$ cat config.mk
export PLATFORM = sky130hd
export DESIGN_NAME = mem_arbiter
export DESIGN_NICKNAME = d
export VERILOG_FILES = /design/src/rtl/mem_arbiter_pkg.sv /design/src/rtl/mem_arb_pick.sv /design/src/rtl/mem_arbiter.sv
export SDC_FILE = /design/constraint.sdc
export NUM_CORES = 1
export LEC_CHECK = 0
export CORE_MARGIN = 1
export CORE_UTILIZATION = 39
export DETAILED_ROUTE_END_ITERATION = 8
export PLACE_DENSITY = 0.77
export SLEW_MARGIN = 5
export SYNTH_ARGS = -nofsm -noshare
export SYNTH_HDL_FRONTEND = slang
export SYNTH_SLANG_ARGS = --single-unit
$ cat constraint.sdc
create_clock -name clk_i -period 1.75 [get_ports clk_i]
set_clock_uncertainty 0.15 [all_clocks]
set_input_delay 0.4375 -clock clk_i [delete_from_list [all_inputs] [get_ports clk_i]]
set_output_delay 0.4375 -clock clk_i [all_outputs]
set_load 0.05 [all_outputs]
$ cat src/rtl/mem_arbiter_pkg.sv
// Shared types and constants for the IF/MEM single-port RAM arbiter.
//   arb_state_e : arbiter FSM states
//   arb_gnt_e   : which requester owns the current access
package mem_arbiter_pkg;

  typedef enum logic [1:0] {
    StIdle   = 2'd0,
    StAccess = 2'd1,
    StResp   = 2'd2
  } arb_state_e;

  typedef enum logic {
    GntIf  = 1'b0,
    GntMem = 1'b1
  } arb_gnt_e;

  // Wide enough for WAIT_STATES up to 7 and STARVE_LIMIT up to 15.
  localparam int unsigned WaitCntWidth   = 3;
  localparam int unsigned StarveCntWidth = 4;

  localparam logic [3:0] BeAll = 4'b1111;

endpackage

$ cat src/rtl/mem_arb_pick.sv
// Combinational grant selector for the RAM arbiter.
// MEM wins by default; IF wins when it has been passed over STARVE_LIMIT times in a row.
//   if_req_i     : IF request pending
//   mem_req_i    : MEM request pending
//   starve_cnt_i : consecutive MEM grants seen while IF was waiting
//   gnt_if_o     : grant IF this cycle
//   gnt_mem_o    : grant MEM this cycle (never together with gnt_if_o)
module mem_arb_pick
  import mem_arbiter_pkg::*;
#(
  parameter int unsigned STARVE_LIMIT = 4
) (
  input  logic                      if_req_i,
  input  logic                      mem_req_i,
  input  logic [StarveCntWidth-1:0] starve_cnt_i,
  output logic                      gnt_if_o,
  output logic                      gnt_mem_o
);

  logic if_starved;

  always_comb begin
    if_starved = (starve_cnt_i == StarveCntWidth'(STARVE_LIMIT));
    gnt_if_o   = if_req_i & (~mem_req_i | if_starved);
    gnt_mem_o  = mem_req_i & ~gnt_if_o;
  end

endmodule

$ cat src/rtl/mem_arbiter.sv
// Shares one single-port synchronous RAM between instruction fetch (IF) and the MEM stage.
// Each access runs IDLE -> ACCESS (WAIT_STATES+1 cycles) -> RESP (one-cycle done pulse).
//   clk_i, rst_i          : clock, synchronous active-high reset
//   if_req_i/if_addr_i    : IF read request and address, held until if_done_o
//   if_rdata_o/if_done_o  : IF read data (registered) and completion pulse
//   if_stallreq_o         : IF still waiting
//   mem_req_i/we/be/addr/wdata : MEM request fields, held until mem_done_o
//   mem_rdata_o/mem_done_o: MEM read data (registered) and completion pulse
//   mem_stallreq_o        : MEM still waiting
//   ram_*                 : single-port RAM interface; ram_rdata_i valid in last ACCESS cycle
module mem_arbiter
  import mem_arbiter_pkg::*;
#(
  parameter int unsigned ADDR_WIDTH   = 32,
  parameter int unsigned DATA_WIDTH   = 32,
  parameter int unsigned WAIT_STATES  = 1,
  parameter int unsigned STARVE_LIMIT = 4
) (
  input  logic                  clk_i,
  input  logic                  rst_i,
  input  logic                  if_req_i,
  input  logic [ADDR_WIDTH-1:0] if_addr_i,
  output logic [DATA_WIDTH-1:0] if_rdata_o,
  output logic                  if_done_o,
  output logic                  if_stallreq_o,
  input  logic                  mem_req_i,
  input  logic                  mem_we_i,
  input  logic [3:0]            mem_be_i,
  input  logic [ADDR_WIDTH-1:0] mem_addr_i,
  input  logic [DATA_WIDTH-1:0] mem_wdata_i,
  output logic [DATA_WIDTH-1:0] mem_rdata_o,
  output logic                  mem_done_o,
  output logic                  mem_stallreq_o,
  output logic                  ram_ce_o,
  output logic                  ram_we_o,
  output logic [3:0]            ram_be_o,
  output logic [ADDR_WIDTH-1:0] ram_addr_o,
  output logic [DATA_WIDTH-1:0] ram_wdata_o,
  input  logic [DATA_WIDTH-1:0] ram_rdata_i
);

  arb_state_e                state_q, state_d;
  arb_gnt_e                  gnt_q, gnt_d;
  logic [WaitCntWidth-1:0]   cnt_q, cnt_d;
  logic [StarveCntWidth-1:0] starve_q, starve_d;
  logic                      we_q, we_d;
  logic [3:0]                be_q, be_d;
  logic [ADDR_WIDTH-1:0]     addr_q, addr_d;
  logic [DATA_WIDTH-1:0]     wdata_q, wdata_d;
  logic [DATA_WIDTH-1:0]     if_rdata_q, if_rdata_d;
  logic [DATA_WIDTH-1:0]     mem_rdata_q, mem_rdata_d;

  logic gnt_if, gnt_mem;
  logic in_idle, in_access, in_resp;

  mem_arb_pick #(
    .STARVE_LIMIT(STARVE_LIMIT)
  ) u_pick (
    .if_req_i    (if_req_i),
    .mem_req_i   (mem_req_i),
    .starve_cnt_i(starve_q),
    .gnt_if_o    (gnt_if),
    .gnt_mem_o   (gnt_mem)
  );

  assign in_idle   = (state_q == StIdle);
  assign in_access = (state_q == StAccess);
  assign in_resp   = (state_q == StResp);

  always_comb begin
    state_d     = state_q;
    gnt_d       = gnt_q;
    cnt_d       = cnt_q;
    we_d        = we_q;
    be_d        = be_q;
    addr_d      = addr_q;
    wdata_d     = wdata_q;
    if_rdata_d  = if_rdata_q;
    mem_rdata_d = mem_rdata_q;

    unique case (state_q)
      StIdle: begin
        if (gnt_if || gnt_mem) begin
          state_d = StAccess;
          cnt_d   = WaitCntWidth'(WAIT_STATES);
          gnt_d   = gnt_mem ? GntMem : GntIf;
          we_d    = gnt_mem & mem_we_i;
          be_d    = (gnt_mem && mem_we_i) ? mem_be_i : BeAll;
          addr_d  = gnt_mem ? mem_addr_i : if_addr_i;
          wdata_d = gnt_mem ? mem_wdata_i : '0;
        end
      end
      StAccess: begin
        if (cnt_q != '0) begin
          cnt_d = cnt_q - 1'b1;
        end else begin
          state_d = StResp;
          if (!we_q) begin
            if (gnt_q == GntIf) if_rdata_d = ram_rdata_i;
            else                mem_rdata_d = ram_rdata_i;
          end
        end
      end
      StResp:  state_d = StIdle;
      default: state_d = StIdle;
    endcase

    // The guard only tracks an IF request that is actually waiting; any gap resets it.
    starve_d = starve_q;
    if (!if_req_i) begin
      starve_d = '0;
    end else if (in_idle && gnt_if) begin
      starve_d = '0;
    end else if (in_idle && gnt_mem && (starve_q != StarveCntWidth'(STARVE_LIMIT))) begin
      starve_d = starve_q + 1'b1;
    end
  end

  always_ff @(posedge clk_i) begin
    if (rst_i) begin
      state_q     <= StIdle;
      gnt_q       <= GntIf;
      cnt_q       <= '0;
      starve_q    <= '0;
      we_q        <= 1'b0;
      be_q        <= '0;
      addr_q      <= '0;
      wdata_q     <= '0;
      if_rdata_q  <= '0;
      mem_rdata_q <= '0;
    end else begin
      state_q     <= state_d;
      gnt_q       <= gnt_d;
      cnt_q       <= cnt_d;
      starve_q    <= starve_d;
      we_q        <= we_d;
      be_q        <= be_d;
      addr_q      <= addr_d;
      wdata_q     <= wdata_d;
      if_rdata_q  <= if_rdata_d;
      mem_rdata_q <= mem_rdata_d;
    end
  end

  // RAM bus is quiet outside ACCESS so reset and idle both present all zeros.
  always_comb begin
    ram_ce_o    = in_access;
    ram_we_o    = in_access & we_q;
    ram_be_o    = in_access ? be_q : '0;
    ram_addr_o  = in_access ? addr_q : '0;
    ram_wdata_o = in_access ? wdata_q : '0;

    if_done_o      = in_resp & (gnt_q == GntIf);
    mem_done_o     = in_resp & (gnt_q == GntMem);
    if_rdata_o     = if_rdata_q;
    mem_rdata_o    = mem_rdata_q;
    if_stallreq_o  = if_req_i & ~if_done_o;
    mem_stallreq_o = mem_req_i & ~mem_done_o;
  end

endmodule

# Word level (Yosys, flattened, before mapping)
# Cells that the tools add are included.
# op_classes
addsub	2
n_eq_ne	7
n_mux	13
bitwise_logic	17
reduce_logical	14
# ops
cell	count
32-bit two-way mux	4
1-bit AND	8
4-bit two-way mux	2
1-bit NOT	8
4-bit AND reduction	2
3-bit two-way mux	2
3-bit case mux with 2 select lines	1
4-bit by 1-bit adder with 4-bit output (second input constant)	1
4-bit by 3-bit == test with 1-bit output (second input constant)	1
1-bit logical AND	4
2-bit two-way mux	2
2-bit by 1-bit != test with 1-bit output (second input constant)	2
4-bit by 3-bit != test with 1-bit output (second input constant)	1
2-bit case mux with 2 select lines	1
2-bit AND reduction	2
3-bit AND reduction	1
3-bit nonzero test	1
3-bit OR reduction	1
3-bit by 1-bit subtractor with 3-bit output (second input constant)	1
2-bit by 1-bit == test with 1-bit output (second input constant)	1
2-bit == test (second input constant)	1
2-bit zero test	1
2-bit != test (second input constant)	1
2-bit nonzero test	1
other kinds (3)	3
# totals
ff_bits	143

# Longest topological paths before layout
# Gate-level depths: netlist of run 1.
# logic_depth
word_depth	8
mapped_depth	7
depth_no_buf	5

# Cells and area by module
# A second synthesis of run 1 with hierarchy kept.
# hier_totals
hier_cells	693
hier_area_um2	6189.7
# modules_own_cells
module	n_inst	cells_each	area_per_inst_um2
mem_arbiter	1	689	6163.4
mem_arb_pick	1	4	26.3

# Worst setup path after synthesis of run 1
# Ideal clock, no wire load.
# synth_timing
path_type	register to output
from	register gnt_q
to	output port if_stallreq_o
t_arrival_ns	2.154
required_ns	1.162
path_slack_ns	-0.991
path_stages_with_launch	3
n_path_buf	0
path_cell_list	dfxtp_1 nor3b_1 nor2b_1
# synth_via
elab_chain_cells	4
# synth_rtl
item	line_no	text
start: declaration	mem_arbiter.sv:43	arb_gnt_e gnt_q, gnt_d;
start signal: assignment	mem_arbiter.sv:122	gnt_q <= GntIf;
start signal: assignment	mem_arbiter.sv:133	gnt_q <= gnt_d;
1-bit NOT (no line)	-	
1-bit AND	mem_arbiter.sv:153	if_done_o = in_resp & (gnt_q == GntIf);
named net if_done_o	mem_arbiter.sv:24	output logic if_done_o,
1-bit NOT	mem_arbiter.sv:157	if_stallreq_o = if_req_i & ~if_done_o;
1-bit AND	mem_arbiter.sv:157	
end: declaration	mem_arbiter.sv:25	output logic if_stallreq_o,
# The timed path passes the listed nets, and every way through them passes these cells.

# Final worst setup path of run 1
# layout_timing
from	register state_q[1]
to	output port ram_addr_o[16]
# layout_via
elab_chain_cells	2
# layout_rtl
item	line_no	text
start: declaration	mem_arbiter.sv:42	arb_state_e state_q, state_d;
start signal: assignment	mem_arbiter.sv:121	state_q <= StIdle;
start signal: assignment	mem_arbiter.sv:132	state_q <= state_d;
2-bit by 1-bit == test with 1-bit output	mem_arbiter.sv:67	assign in_access = (state_q == StAccess);
32-bit two-way mux	mem_arbiter.sv:150	ram_addr_o = in_access ? addr_q : '0;
end: declaration	mem_arbiter.sv:37	output logic [ADDR_WIDTH-1:0] ram_addr_o,
# No other way between the ends.

==> results of run 1 <==
[repair_timing]
action                                  CTS  global route
buffers inserted                          2             9
endpoints found under the setup margin   98           185
gates cloned                              1            14
pin swaps                                 0            66
gates resized for setup                 115            71
[final timing paths]
kind,from,to,slack (ps)
max,state_q[1],ram_addr_o[16],-380
min,wdata_q[18],wdata_q[18],320
max reg2reg,state_q[1],addr_q[12],-160
min reg2reg,wdata_q[18],wdata_q[18],320
[layer usage]
layer / part of all wire / vias up / track usage
met2: 0.50 / 307 / 0.3848
li1: - / 2995 / -
met4: 0.036 / 0 / 0.1111
met3: 0.063 / 52 / 0.05175
met1: 0.40 / 3069 / 0.2664
met5: 0 / - / 0
[worst max-delay path: stages (launching register included)]
cell and delay (ps):
sky130_fd_sc_hd__dfxtp_2 340, sky130_fd_sc_hd__nand2b_4 160, sky130_fd_sc_hd__clkinv_8 80, sky130_fd_sc_hd__buf_12 160, sky130_fd_sc_hd__and2_2 220, sky130_fd_sc_hd__buf_6 150
[cell families after synthesis]
| group | synth area share |
|---|---|
| AND/OR/NAND/NOR | 0.3057 |
| AO/OA/AOI/OAI | 0.1113 |
| multiplexers | 0.09543 |
| flip-flops | 0.4265 |
| adder cells (fa/ha/maj) | 0.007456 |
| buffers and inverters | 0.05368 |
[final cells by class]
cell class	count	area, um^2
timing repair buffer	344	4446
tap	220	275.3
multi-input combinational	454	4169
clock buffer	18	429.2
clock inverter	14	167.7
fill	1109	4312
inverter	6	35.03
sequential	143	2868
[power by group through the flow]
stage	registers [mW]	clock network, mW	logic [mW]
2_1_floorplan	3.93	0	1.17
3_3_place_gp	3.74	0	2.46
3_5_place_dp	3.74	0	2.49
4_1_cts	3.68	3.70	2.68
5_1_grt	3.72	3.87	3.23
6_report	3.69	3.63	3.10
[registers in the layout, indices dropped and copies added, names as in the netlist]
signal,count
cnt_q,3
addr_q,32
gnt_q,1
starve_q,4
state_q,2
mem_rdata_o,32
wdata_q,32
if_rdata_o,32
we_q,1
be_q,4
[cell usage in the layout (no fill, tap or decap), types with 4 or more instances in the layout]
master / Yosys / final
sky130_fd_sc_hd__and2_4: 0 / 4
sky130_fd_sc_hd__nand2b_1: 99 / 97
sky130_fd_sc_hd__nor2b_1: 36 / 33
sky130_fd_sc_hd__and4_1: 32 / 32
sky130_fd_sc_hd__mux2i_1: 64 / 64
sky130_fd_sc_hd__dfxtp_1: 143 / 139
sky130_fd_sc_hd__a211oi_1: 5 / 4
sky130_fd_sc_hd__clkinv_2: 0 / 4
sky130_fd_sc_hd__a22o_1: 33 / 33
sky130_fd_sc_hd__nor4b_4: 0 / 31
sky130_fd_sc_hd__buf_4: 4 / 29
sky130_fd_sc_hd__buf_12: 0 / 83
sky130_fd_sc_hd__dfxtp_2: 0 / 4
sky130_fd_sc_hd__a21oi_1: 7 / 7
sky130_fd_sc_hd__inv_1: 5 / 4
sky130_fd_sc_hd__clkdlybuf4s50_1: 0 / 134
sky130_fd_sc_hd__clkbuf_16: 0 / 24
sky130_fd_sc_hd__buf_6: 7 / 85
sky130_fd_sc_hd__a221o_1: 32 / 32
sky130_fd_sc_hd__and2_2: 0 / 65
[per-stage QoR]
stage	cell area (um^2)	setup slack (ps)	std cells
after floorplan	6838	-66.23	670
after global placement	10490	-354.9	1141
after detailed placement	10490	-417.2	1141
after CTS	11660	-366.7	1176
after global routing	12390	-398.8	1199
final	12390	-376.7	1199
==> flow_summary.toml, run 1 <==
[sta]
grt_setup_unrepaired = "yes"
period_needed_ps = 2127
fin_hold_ws_ps = 324.1
report.final.setup_viol = 141
timing.final.crit_share = 1.215
postLayoutSetupSlackWorst_ps = -376.7
timing.setup.tns_ps = -28940
slew_headroom = 0.8009
hold_viol = 0
finalMaxSlewViolations = 0
fmaxAchievable_ghz = 0.4702
worst_max_slew_pin_slew_ps = 298.7

[critical_path]
critical_path_class = "reg2out"
critPathMaxFanout = 32
worstPathArrival_ps = 1540
cp_data_required_time_ps = 1160
crit_path_start_kind = "flop"
critPathCaptureType = "primary output"
worstRegToRegCells = 7

[final_layout]
area_added_between_synthesis_and_finish_pct = 84.57
finalCoreUtilization = 0.7418
num_antenna_cells = 0
final_layout_size_suffix_gt1_frac = 0.3769
nNetsFinal = 1107

[power]
pwr_density_nw_per_um2 = 841.3
sw_frac_of_total = 0.2996
combinationalPowerShare = 0.297
totalPowerFinal_mw = 10.42
internal-power_mw = 7.301
power_frac_clock = 0.349
p_seq_frac = 0.354
netSwitchingPower_mw = 3.123
ir_worst_vdd_mv = 0.6668
leakage_nw = 5.128

[synth]
fraction_of_the_yosys_area_taken_by_sequential_cells = 0.4265
synth_area_leaders = "sky130_fd_sc_hd__dfxtp_1, sky130_fd_sc_hd__mux2i_1, sky130_fd_sc_hd__nand2b_1, sky130_fd_sc_hd__and2_1, sky130_fd_sc_hd__a221o_1"
synthDistinctLibCells = 46
cell_type_contributing_the_most_total_cell_area_after_synthesis = "sky130_fd_sc_hd__dfxtp_1"
netlist.area_leader.share = 0.4265
post_synth.cell_area_avg_um2 = 10.02
synth.yosys.warnings = 0
synth.most_common_cell = "sky130_fd_sc_hd__dfxtp_1"
asyncSetResetFlopFracSynth = 0
postSynthRegisterBits = 143
synth_edf_count = 0
synthTopCellsByCount = "sky130_fd_sc_hd__dfxtp_1, sky130_fd_sc_hd__nand2b_1, sky130_fd_sc_hd__and2_1"
synthesis.nets = 811
synth-main-ff-cell = "sky130_fd_sc_hd__dfxtp_1"
synth_area_um2 = 6713
synthCells = 670

[die]
fp-row-count = 47
die-area_um2 = 17740
die_y_um = 133.2
core_region_area_um2 = 16700
die-width_um = 133.2
design.portCount = 275
start_util = 0.4019

[placed_design]
dp_hpwl_mm = 13.84
finalWeightedCongestion = 0.7959
port_bufs = 274

[global_route]
number_of_antenna_violations_at_the_first_check_in_global_routing = 0
grt_first_pass_wirelength_mm = 31.73
grt_overflow_total = 0
vias_in_the_first_global_route = 6263
track_usage = 0.2256
largest_net_degree_at_the_start_of_global_routing = 78

[worst_hold_path]
worstHoldPathCells = 1
hold_class = "reg2reg"

[drt]
vias = 6423
ant_nets = 0
drtIter0Drc = 295
route.detailed.vias_per_inst = 5.357
total_wire_length_mm = 22.97
number_of_remaining_drc_errors = 0
detail_route.wl_per_cell_um = 19.15
drt_pre_antenna_iters = 4

[cts]
clock-root-buffer = "sky130_fd_sc_hd__clkbuf_16"
tritoncts = "done"
insertion_delay_ps = 410
cts_buffer_count = 17
numClockSinks = 143
cts_buffer_depth = 2
htree_num_levels = 4
clkTransAtPathRegs_ps = 60
hold_buffers = 0

[run_status]
failed_checks = "setup timing"
run_status = "finished with violations"

[job]
maxcap_viol_count = 0
No activity file was read; power rests on OpenSTA's default activity.
==> run 2, diff against run 1 <==
--- a/config.mk
+++ b/config.mk
@@ -5,10 +5,13 @@
 export SDC_FILE = /design/constraint.sdc
 export NUM_CORES = 1
 export LEC_CHECK = 0
+export CELL_PAD_IN_SITES_DETAIL_PLACEMENT = 1
+export CELL_PAD_IN_SITES_GLOBAL_PLACEMENT = 2
 export CORE_MARGIN = 1
-export CORE_UTILIZATION = 39
+export CORE_UTILIZATION = 23
 export DETAILED_ROUTE_END_ITERATION = 8
-export PLACE_DENSITY = 0.77
+export PLACE_DENSITY_LB_ADDON = 0.1
+export SKIP_CTS_REPAIR_TIMING = 1
 export SLEW_MARGIN = 5
 export SYNTH_ARGS = -nofsm -noshare
 export SYNTH_HDL_FRONTEND = slang
==> run 2 against run 1 <==
Net effect:
- highest routed layer is now met5
- largest power group is now the clock network
- routed wire length grew 13%
- critical endpoint is now ram_wdata_o[18]
- count of clock-buffer cells in the layout is 1 lower
- the flow still finishes with violations (setup timing)
- sequential share of layout area rose by 0.12 points
- critical path type unchanged
- sequential power about the same
==> flow_summary.toml, run 2 (synthesis gave the netlist of run 1 again) <==
[drt]
drt_pre_antenna_iters = 4
number_of_remaining_drc_errors = 0
total_wire_length_mm = 25.96
drtIter0Drc = 190
ant_nets = 0
vias = 6178
route.detailed.vias_per_inst = 4.570
detail_route.wl_per_cell_um = 19.20

[placed_design]
place_inst = 1301
finalWeightedCongestion = 0.7247
dp_worst_setup_slack_ps = -528.4
port_bufs = 274
dp_hpwl_mm = 17.38
place_area_um2 = 10700

[cts]
clkTransAtPathRegs_ps = 60
numClockSinks = 143
clock-root-buffer = "sky130_fd_sc_hd__clkbuf_16"
tritoncts = "done"
insertion_delay_ps = 420
cts_buffer_count = 17
htree_num_levels = 4
cts_buffer_depth = 2

[die]
fp-row-count = 62
die_y_um = 172.8
die-area_um2 = 29870
die-width_um = 172.8
core_region_area_um2 = 28700
start_util = 0.2339
design.portCount = 275

[final_layout]
final_layout_size_suffix_gt1_frac = 0.3719
mostFrequentLayoutCells = "sky130_fd_sc_hd__dfxtp_1, sky130_fd_sc_hd__clkdlybuf4s50_1, sky130_fd_sc_hd__nand2b_1"
count_of_fill_cells_added_during_filler_insertion = 3039
mostFrequentLayoutCell = "sky130_fd_sc_hd__dfxtp_1"
multi_input_comb_area_um2 = 3951
finalCoreUtilization = 0.4299
finish.cell_count_without_fillers = 1352
design_area_um2 = 12340
nNetsFinal = 1098
register_area_um2 = 2870
area_added_between_synthesis_and_finish_pct = 83.80
num_antenna_cells = 0

[sta]
fin_hold_ws_ps = 322.5
timing.setup.tns_ps = -21930
fmaxAchievable_ghz = 0.4814
timing.final.crit_share = 1.187
slew_headroom = 0.7981
grt_setup_unrepaired = "yes"
worst_max_slew_pin_slew_ps = 300.6
report.final.setup_viol = 87
finalMaxSlewViolations = 0
hold_viol = 0
postLayoutSetupSlackWorst_ps = -327.4
period_needed_ps = 2077

[critical_path]
worstPathArrival_ps = 1490
critical_path_class = "reg2out"
crit_path_start_kind = "flop"
critPathMaxFanout = 14
setup.reg_to_reg.worst_slack_ps = -40
cp_data_required_time_ps = 1160
critPathCaptureType = "primary output"

[global_route]
grt_overflow_total = 0
grt_first_pass_wirelength_mm = 37.75
vias_in_the_first_global_route = 6692
track_usage = 0.1599
number_of_antenna_violations_at_the_first_check_in_global_routing = 2
largest_net_degree_at_the_start_of_global_routing = 56

[power]
totalPowerFinal_mw = 10.83
leakage_nw = 4.994
pwr_density_nw_per_um2 = 877.4
ir_worst_vdd_mv = 0.5836

[run_status]
run_status = "finished with violations"
failed_checks = "setup timing"

[job]
maxcap_viol_count = 0

[worst_hold_path]
hold_class = "reg2reg"
[run 2: cell count changes in the layout (fill, tap and decap cells not counted), moves of 3 or more]
cell / previous run / this run
sky130_fd_sc_hd__nor4b_4: 31 / 8
sky130_fd_sc_hd__bufinv_16: 3 / 6
sky130_fd_sc_hd__clkinv_2: 4 / 1
sky130_fd_sc_hd__nor3_1: 3 / 6
sky130_fd_sc_hd__buf_6: 85 / 70
sky130_fd_sc_hd__nor4b_2: 1 / 22
sky130_fd_sc_hd__inv_2: 1 / 4
sky130_fd_sc_hd__inv_1: 4 / 1
sky130_fd_sc_hd__nor3_2: 3 / 0
sky130_fd_sc_hd__buf_8: 3 / 11
[run 2: final cells by class]
type,instances,share of cell area
Clock inverter,13,0.01917
Multi-Input combinational cell,454,0.3203
Timing Repair Buffer,335,0.3521
Tap cell,384,0.03894
Sequential cell,143,0.2326
Clock buffer,17,0.03448
Inverter,6,0.002434
[run 2: routing by layer]
metal  global-route usage  up-vias  wire length [um]
met5                    0        -                 8
met4              0.03540        2               313
met3              0.04266       21              1300
met2               0.2770      184             13170
met1               0.1970     3002             11170
li1                     -     2969                 -
[run 2: power breakdown]
part           switching [mW]  leakage, nW  internal, mW  total, mW
logic                    1.49         3.50          1.46       2.95
clock network            1.51        0.320          2.68       4.19
registers               0.178         1.17          3.51       3.69
total                    3.18         4.99          7.64       10.8
[run 2: final timing paths]
| path | from | end | cells after the start |
|---|---|---|---|
| min | wdata_q[9] | wdata_q[9] | 1 |
| max reg2reg | starve_q[1] | addr_q[25] | 7 |
| min reg2reg | wdata_q[9] | wdata_q[9] | 1 |
| max | state_q[1] | ram_wdata_o[18] | 5 |
[run 2: critical path: stages (launching register included)]
cell and delay [ps]:
sky130_fd_sc_hd__dfxtp_2 320, sky130_fd_sc_hd__nand2b_4 160, sky130_fd_sc_hd__inv_8 100, sky130_fd_sc_hd__clkbuf_16 170
sky130_fd_sc_hd__and2_2 160, sky130_fd_sc_hd__buf_6 150
